[src/rtl/mul_batch.sv]
// Weight-times-activation batch multiplier sharing one multiplier across duplicate lanes.
// Define MUL_BATCH_SIGNED_EN for two's-complement lane values and weight (default: unsigned).
module mul_batch #(
   parameter int DATA_WIDTH             = 8,
   parameter int GROUP_SIZE             = 4,
   parameter int LOG_MAX_ITERS          = 16,
   parameter int LOG_MAX_READS_PER_ITER = 16,
   parameter int REP_INFO               = GROUP_SIZE*GROUP_SIZE
) (
   input  logic                                    clk,
   input  logic                                    rst,
   input  logic                                    configure,
   input  logic [LOG_MAX_ITERS-1:0]                num_iters,
   input  logic [LOG_MAX_READS_PER_ITER-1:0]       num_reads_per_iter,
   input  logic [GROUP_SIZE*DATA_WIDTH+REP_INFO-1:0] act_data_in,
   input  logic                                    act_valid_in,
   output logic                                    act_avail_out,
   input  logic [DATA_WIDTH-1:0]                   weight_data_in,
   input  logic                                    weight_valid_in,
   output logic                                    weight_avail_out,
   output logic [GROUP_SIZE*2*DATA_WIDTH-1:0]      data_out,
   output logic                                    valid_out,
   input  logic                                    avail_in
);

   localparam int PW    = 2*DATA_WIDTH;
   localparam int SEL_W = (GROUP_SIZE > 1) ? $clog2(GROUP_SIZE) : 1;

   localparam logic [2:0] S_IDLE   = 3'd0;
   localparam logic [2:0] S_WAIT_W = 3'd1;
   localparam logic [2:0] S_WAIT_A = 3'd2;
   localparam logic [2:0] S_COMP   = 3'd3;
   localparam logic [2:0] S_OUT    = 3'd4;
   localparam logic [2:0] S_DONE   = 3'd5;

   logic [2:0]                        state_reg;
   logic [LOG_MAX_ITERS-1:0]          iters_reg;
   logic [LOG_MAX_ITERS-1:0]          iter_cnt_reg;
   logic [LOG_MAX_READS_PER_ITER-1:0] reads_reg;
   logic [LOG_MAX_READS_PER_ITER-1:0] read_cnt_reg;
   logic [DATA_WIDTH-1:0]             weight_reg;
   logic [GROUP_SIZE*DATA_WIDTH-1:0]  lanes_reg;
   logic [REP_INFO-1:0]               rep_reg;
   logic [GROUP_SIZE-1:0]             done_reg;
   logic [GROUP_SIZE*PW-1:0]          prod_reg;

   logic [DATA_WIDTH-1:0]             lane_val [GROUP_SIZE];
   logic [GROUP_SIZE-1:0]             rep_row  [GROUP_SIZE];
   logic [GROUP_SIZE-1:0]             row_nz;
   logic [GROUP_SIZE-1:0]             pending;
   logic [GROUP_SIZE-1:0]             sel_onehot;
   logic [SEL_W-1:0]                  sel;
   logic [GROUP_SIZE-1:0]             sel_row;
   logic                              last_row;
   logic [DATA_WIDTH-1:0]             operand;
   logic [PW-1:0]                     operand_ext;
   logic [PW-1:0]                     weight_ext;
   logic [PW-1:0]                     product;
   logic [LOG_MAX_READS_PER_ITER-1:0] reads_eff;
   logic [LOG_MAX_READS_PER_ITER-1:0] reads_last;
   logic [LOG_MAX_ITERS-1:0]          iters_last;

   genvar gi;
   generate
      for (gi = 0; gi < GROUP_SIZE; gi++) begin : g_lane
         assign lane_val[gi] = lanes_reg[gi*DATA_WIDTH +: DATA_WIDTH];
         assign rep_row[gi]  = rep_reg[gi*GROUP_SIZE +: GROUP_SIZE];
         assign row_nz[gi]   = |rep_row[gi];
      end
   endgenerate

   assign pending    = row_nz & ~done_reg;
   assign sel_onehot = pending & (~pending + GROUP_SIZE'(1));
   assign last_row   = ((pending & ~sel_onehot) == '0);

   always_comb begin
      sel = '0;
      for (int r = GROUP_SIZE-1; r >= 0; r--) begin
         if (pending[r]) sel = SEL_W'(r);
      end
   end

   assign sel_row = rep_row[sel];
   assign operand = lane_val[sel];

   // Operands are extended to the full product width so the low PW bits are exact.
`ifdef MUL_BATCH_SIGNED_EN
   assign operand_ext = {{DATA_WIDTH{operand[DATA_WIDTH-1]}}, operand};
   assign weight_ext  = {{DATA_WIDTH{weight_reg[DATA_WIDTH-1]}}, weight_reg};
`else
   assign operand_ext = {{DATA_WIDTH{1'b0}}, operand};
   assign weight_ext  = {{DATA_WIDTH{1'b0}}, weight_reg};
`endif
   assign product = operand_ext * weight_ext;

   assign reads_eff  = (reads_reg == '0) ? LOG_MAX_READS_PER_ITER'(1) : reads_reg;
   assign reads_last = reads_eff - LOG_MAX_READS_PER_ITER'(1);
   assign iters_last = iters_reg - LOG_MAX_ITERS'(1);

   assign act_avail_out    = (state_reg == S_WAIT_A);
   assign weight_avail_out = (state_reg == S_WAIT_W);
   assign valid_out        = (state_reg == S_OUT);
   assign data_out         = prod_reg;

   always_ff @(posedge clk) begin
      if (!rst) begin
         state_reg    <= S_IDLE;
         iters_reg    <= '0;
         iter_cnt_reg <= '0;
         reads_reg    <= '0;
         read_cnt_reg <= '0;
         weight_reg   <= '0;
         lanes_reg    <= '0;
         rep_reg      <= '0;
         done_reg     <= '0;
         prod_reg     <= '0;
      end else if (configure) begin
         iters_reg    <= num_iters;
         reads_reg    <= num_reads_per_iter;
         iter_cnt_reg <= '0;
         read_cnt_reg <= '0;
         rep_reg      <= '0;
         done_reg     <= '0;
         state_reg    <= (num_iters == '0) ? S_DONE : S_WAIT_W;
      end else begin
         case (state_reg)
            S_WAIT_W: begin
               if (weight_valid_in) begin
                  weight_reg <= weight_data_in;
                  state_reg  <= S_WAIT_A;
               end
            end
            S_WAIT_A: begin
               if (act_valid_in) begin
                  lanes_reg <= act_data_in[GROUP_SIZE*DATA_WIDTH-1:0];
                  rep_reg   <= act_data_in[GROUP_SIZE*DATA_WIDTH +: REP_INFO];
                  done_reg  <= '0;
                  prod_reg  <= '0;
                  state_reg <= S_COMP;
               end
            end
            S_COMP: begin
               // Rows go in ascending order, so the highest referencing row lands last.
               if (pending != '0) begin
                  done_reg <= done_reg | sel_onehot;
                  for (int c = 0; c < GROUP_SIZE; c++) begin
                     if (sel_row[c]) prod_reg[c*PW +: PW] <= product;
                  end
               end
               if (last_row) state_reg <= S_OUT;
            end
            S_OUT: begin
               if (avail_in) begin
                  if (read_cnt_reg == reads_last) begin
                     read_cnt_reg <= '0;
                     iter_cnt_reg <= iter_cnt_reg + LOG_MAX_ITERS'(1);
                     state_reg    <= (iter_cnt_reg == iters_last) ? S_DONE : S_WAIT_W;
                  end else begin
                     read_cnt_reg <= read_cnt_reg + LOG_MAX_READS_PER_ITER'(1);
                     state_reg    <= S_WAIT_A;
                  end
               end
            end
            default: ;
         endcase
      end
   end

endmodule

[config.mk]
export PLATFORM = sky130hd
export DESIGN_NAME = mul_batch
export DESIGN_NICKNAME = d
export VERILOG_FILES = /design/src/rtl/mul_batch.sv
export SDC_FILE = /design/constraint.sdc
export NUM_CORES = 1
export LEC_CHECK = 0
export BUFFER_PORTS_ARGS = -buffer_cell sky130_fd_sc_hd__buf_2
export CORE_ASPECT_RATIO = 1.5
export CORE_UTILIZATION = 55
export DETAILED_ROUTE_END_ITERATION = 6
export PLACE_DENSITY = 0.77
export SYNTH_ARGS = -nofsm -noshare
export SYNTH_HDL_FRONTEND = slang
export SYNTH_SLANG_ARGS = --single-unit
[constraint.sdc]
create_clock -name clk -period 17.1 [get_ports clk]
set_input_delay 1.71 -clock clk [delete_from_list [all_inputs] [get_ports clk]]
set_output_delay 1.71 -clock clk [all_outputs]
set_load 0.005 [all_outputs]
==> metrics.sh <==
PWR-SHARE-CLK=0.411
PIN_COUNT_OF_THE_BIGGEST_NET_ENTERING_GLOBAL_ROUTING=88
FF2FF_SETUP_SLACK_NS=10.88
P_SWITCHING_mW=0.235
DIEAREA_UM2=21200
LAYOUT.CELLS.NON_FILLER=1671
CLOCKROOTBUFFER='clkbuf_16'
WORST_MAX_SLEW_PIN_SLEW_NS=1.16
CLK_LATENCY_NS=0.43
REQUIRED_NS=17.40
FF_LATCH_AREA_UM2=3820
CTS_RESIZED=0
VIAS=9431
SYN-CELL-AREA_UM2=11300
FIN_TOTAL_PWR_mW=0.947
REG2REGPATHDEPTH=20
FINALSETUPTNS_NS=0
DRIVE_ABOVE_1_SHARE=0.164
YOSYSSEQAREASHARE=0.337
CORE_REGION_AREA_UM2=20300
SYNTHDISTINCTLIBCELLS=69
WORSTREG2REGSTART='rep_reg[5]'
NUMBER_OF_CELLS_ON_THE_CRITICAL_PATH=20
GRT_OVERFLOW=0
IO_BUFFERS=160
PLACEDCELLCOUNT=1640
VIAS_PER_STD_CELL=5.64
ANT_NETS=0
COUNT_OF_ROUTING_VIOLATIONS_AFTER_THE_OPENING_DETAILED_ROUTE_ITERATION=559
R2R-END='data_out[14]'
CLKSLEWWORSTSETUPHOLDPATHS_NS=0.07
AREA_GROWTH_PCT=14.1
POWER.SEQUENTIAL.FRACTION=0.489
FINALMAXSLEWVIOLATIONS=0
YS.WARNINGS.COUNT=0
IO-PIN-COUNT=161
MAX-SLEW-MARGIN-REL=0.228
ROUTABILITYCONGESTION=0.867
MAX-VDD-IR-DROP_V=0.0000659
GLOBAL_ROUTE_WIRE_LENGTH_BEFORE_REPAIR_UM=46100
NUMBER_OF_SYNTHESIZED_REGISTER_BITS=191
SETUP.WORST_PATH.START_CLASS='register'
FMAXACHIEVABLE_GHz=0.161
SYNTH-ASYNC-RESET-RATIO=0
TIMING.CRITICAL_PATH.CELLS='nor4_1, nor2_1, o21ai_2, buf_4, mux4_2, and2_1, fa_1, fa_1, fa_1, inv_1, fa_1, inv_1, ha_1, nor3_1, o21ai_0, nand3_1, nand4b_1, o31ai_1, xor2_1, o22ai_1'
DETAILEDPLACEMENTHPWL_UM=21200
FINALNETCOUNT=1565
TIMING.CRITICAL_PATH.MODE_CELL='fa_1'
CP_DATA_ARRIVAL_TIME_NS=6.52
SYNTH_NET_COUNT=1437
CRIT_FANOUT=16
TRITONCTS='built'
CTS.SINKS=191
EFFECTIVE_UTILIZATION_AT_FLOORPLAN=0.557
SYNTH_ENABLE_FLOP_CELLS=0
CTS-ROOT-TO-SINK-BUFFERS=2
LENGTH_OF_THE_FIRST_DETAILED_ROUTING_PASS_IN_ITERATIONS=7
POWER_LEAKAGE_nW=5.47
WORST_CLOCK_SKEW_NS=0.00742
REMAINING_DRC_ERRORS=1
WORST_PATH_LARGEST_CELL_DELAY_NS=0.63
GROUTE.USAGE.OVERALL=0.276
GRT_SETUP_UNREPAIRED='false'
INSERTEDDIODECOUNT=0
VIOLATIONS='DRC'
TIMING.FINAL.CRIT_SHARE=0.364
SYN-MEAN-INSTANCE-AREA_UM2=8.95
CTS_HOLD_BUFFERS=0
TIMING.HOLD.WORST_PATH_DEPTH=2
DIE-WIDTH_UM=119
WHS_ENDPOINT='data_out[45]'
INSTANCE_COUNT_OF_THE_MAPPED_NETLIST=1267
CLOCK_TREE.HTREE_LEVEL_COUNT=4
FILLER_INSTANCES=1753
MIN_PERIOD_NS=6.22
CRITICAL_PATH.TOP_DELAY_FAMILY='adder cells'
CRITICAL_PATH_CLASS='reg2reg'
LARGEST_REGISTER_FF_COUNT=64
WORST_PATH_CELL_WITH_THE_LONGEST_STAGE_DELAY='mux4_2'
TRITONCTS_BUFFERS=17
MULTI_INPUT_AREA_UM2=7100
FINALHOLDWORSTSLACK_NS=0.453
FINALHOLDVIOLCOUNT=0
FIRST_GLOBAL_VIAS=9431
SYNTHFLOPTYPE='dfxtp_1'
ROWS=64
POST_CTS_SETUP_REPAIR_BUFFER_COUNT=0
POWER.DENSITY_CELL_AREA_nW_PER_UM2=73.2
FINALSETUPVIOLCOUNT=0
HOLD_PATH.STARTPOINT='data_out[45]'
SWITCHING_SHARE=0.248
POSTROUTEWIRELENGTH_UM=28400
HOLD_PATH.CLASS='reg2reg'
INTERNAL-POWER_mW=0.713
GRT_ANTENNA_BEFORE_REPAIR=0
WORST-PATH-BUF-INV=3
WORSTSETUPENDPOINTTYPE='register'
OUTCOME='complete, but fails checks'
FP.DIEH_UM=178
NUMBER_OF_MAX_CAP_VIOLATIONS=0
SHARE_OF_POWER_BURNED_IN_COMBINATIONAL_LOGIC=0.100
AVG_WL_PER_CELL_UM=17.0
-- area by class of cell --
class	count	area share
timing repair buffer	173	0.0696
clock inverter	9	0.00861
sequential	191	0.296
multi-input combinational	955	0.549
clock buffer	22	0.0351
inverter	57	0.0165
tap	264	0.0255
-- cell families after synthesis --
family | count (synthesis) | synth area share
AO/OA/AOI/OAI | 168 | 0.103
XOR/XNOR | 58 | 0.0448
adder cells (fa/ha/maj) | 76 | 0.108
buffers and inverters | 121 | 0.0437
flip-flops | 191 | 0.337
multiplexers | 117 | 0.112
AND/OR/NAND/NOR | 536 | 0.251
-- Yosys cell counts (all sizes together) (18+ instances only) --
cell / count / area, um^2
a21boi: 32 / 240
a21oi: 34 / 170
and2: 61 / 383
buf: 18 / 109
clkbuf: 46 / 173
dfxtp: 191 / 3820
fa: 36 / 721
ha: 40 / 500
inv: 57 / 214
mux2i: 108 / 1080
nand2: 167 / 627
nand3: 25 / 125
nor2: 52 / 195
nor2b: 96 / 601
nor3: 31 / 155
nor4: 19 / 149
o21ai: 25 / 129
xnor2: 28 / 245
xor2: 30 / 263
-- how the worst max path moves through the flow --
stage	from	endpoint	slack (ns)
after floorplan	rep_reg[8]	data_out[14]	11.23
after global placement	rep_reg[4]	data_out[15]	11.00
after detailed placement	rep_reg[4]	data_out[14]	10.91
after CTS	rep_reg[4]	data_out[14]	10.89
after global routing	rep_reg[4]	data_out[14]	10.49
final	rep_reg[5]	data_out[14]	10.88
-- layer usage --
layer	wire, um	vias to the layer above	track usage	share of wire
met4	956	0	0.121	0.034
met1	11000	4535	0.290	0.39
met3	787	67	0.0379	0.028
met5	0	-	0	0
li1	-	4611	-	-
met2	15700	218	0.537	0.55
-- cells in the final DEF (no fill, tap or decap), types with 28 or more instances in the layout --
cell type,Yosys,layout
mux2i_1,108,108
nor2b_1,96,96
nor2_1,52,51
buf_2,9,159
ha_1,40,40
dfxtp_1,191,191
a21oi_1,34,34
a21boi_0,32,32
inv_1,57,57
nor3_1,31,30
fa_1,36,36
xor2_1,30,30
xnor2_1,28,28
nand2_1,167,167
and2_1,60,60
-- power groups by stage --
| stage | clock (mW) | combinational [mW] | sequential, mW |
|---|---|---|---|
| 2_1_floorplan | 0 | 0.0678 | 0.467 |
| 3_3_place_gp | 0 | 0.0916 | 0.472 |
| 3_5_place_dp | 0 | 0.0933 | 0.472 |
| 4_1_cts | 0.397 | 0.0941 | 0.462 |
| 5_1_grt | 0.415 | 0.103 | 0.463 |
| 6_report | 0.390 | 0.0948 | 0.463 |
-- per-stage QoR --
step | instance area (um^2) | worst slack [ns] | util
2_1_floorplan | 11300 | 11.23 | -
3_3_place_gp | 12400 | 11.00 | 0.608
3_5_place_dp | 12400 | 10.91 | 0.608
4_1_cts | 12900 | 10.89 | 0.636
5_1_grt | 12900 | 10.49 | 0.636
6_report | 12900 | 10.88 | 0.636
-- worst register-to-register path, stage by stage (launching register included) --
cell      delay, ns
dfxtp_1        0.34
nor4_1         0.45
nor2_1         0.21
o21ai_2        0.16
buf_4          0.29
mux4_2         0.64
and2_1         0.22
fa_1           0.54
fa_1           0.53
fa_1           0.55
inv_1          0.06
fa_1           0.52
inv_1          0.04
ha_1           0.25
nor3_1         0.19
o21ai_0        0.15
nand3_1        0.10
nand4b_1       0.12
o31ai_1        0.26
xor2_1         0.31
o22ai_1        0.15
No activity file was read; power rests on OpenSTA's default activity.
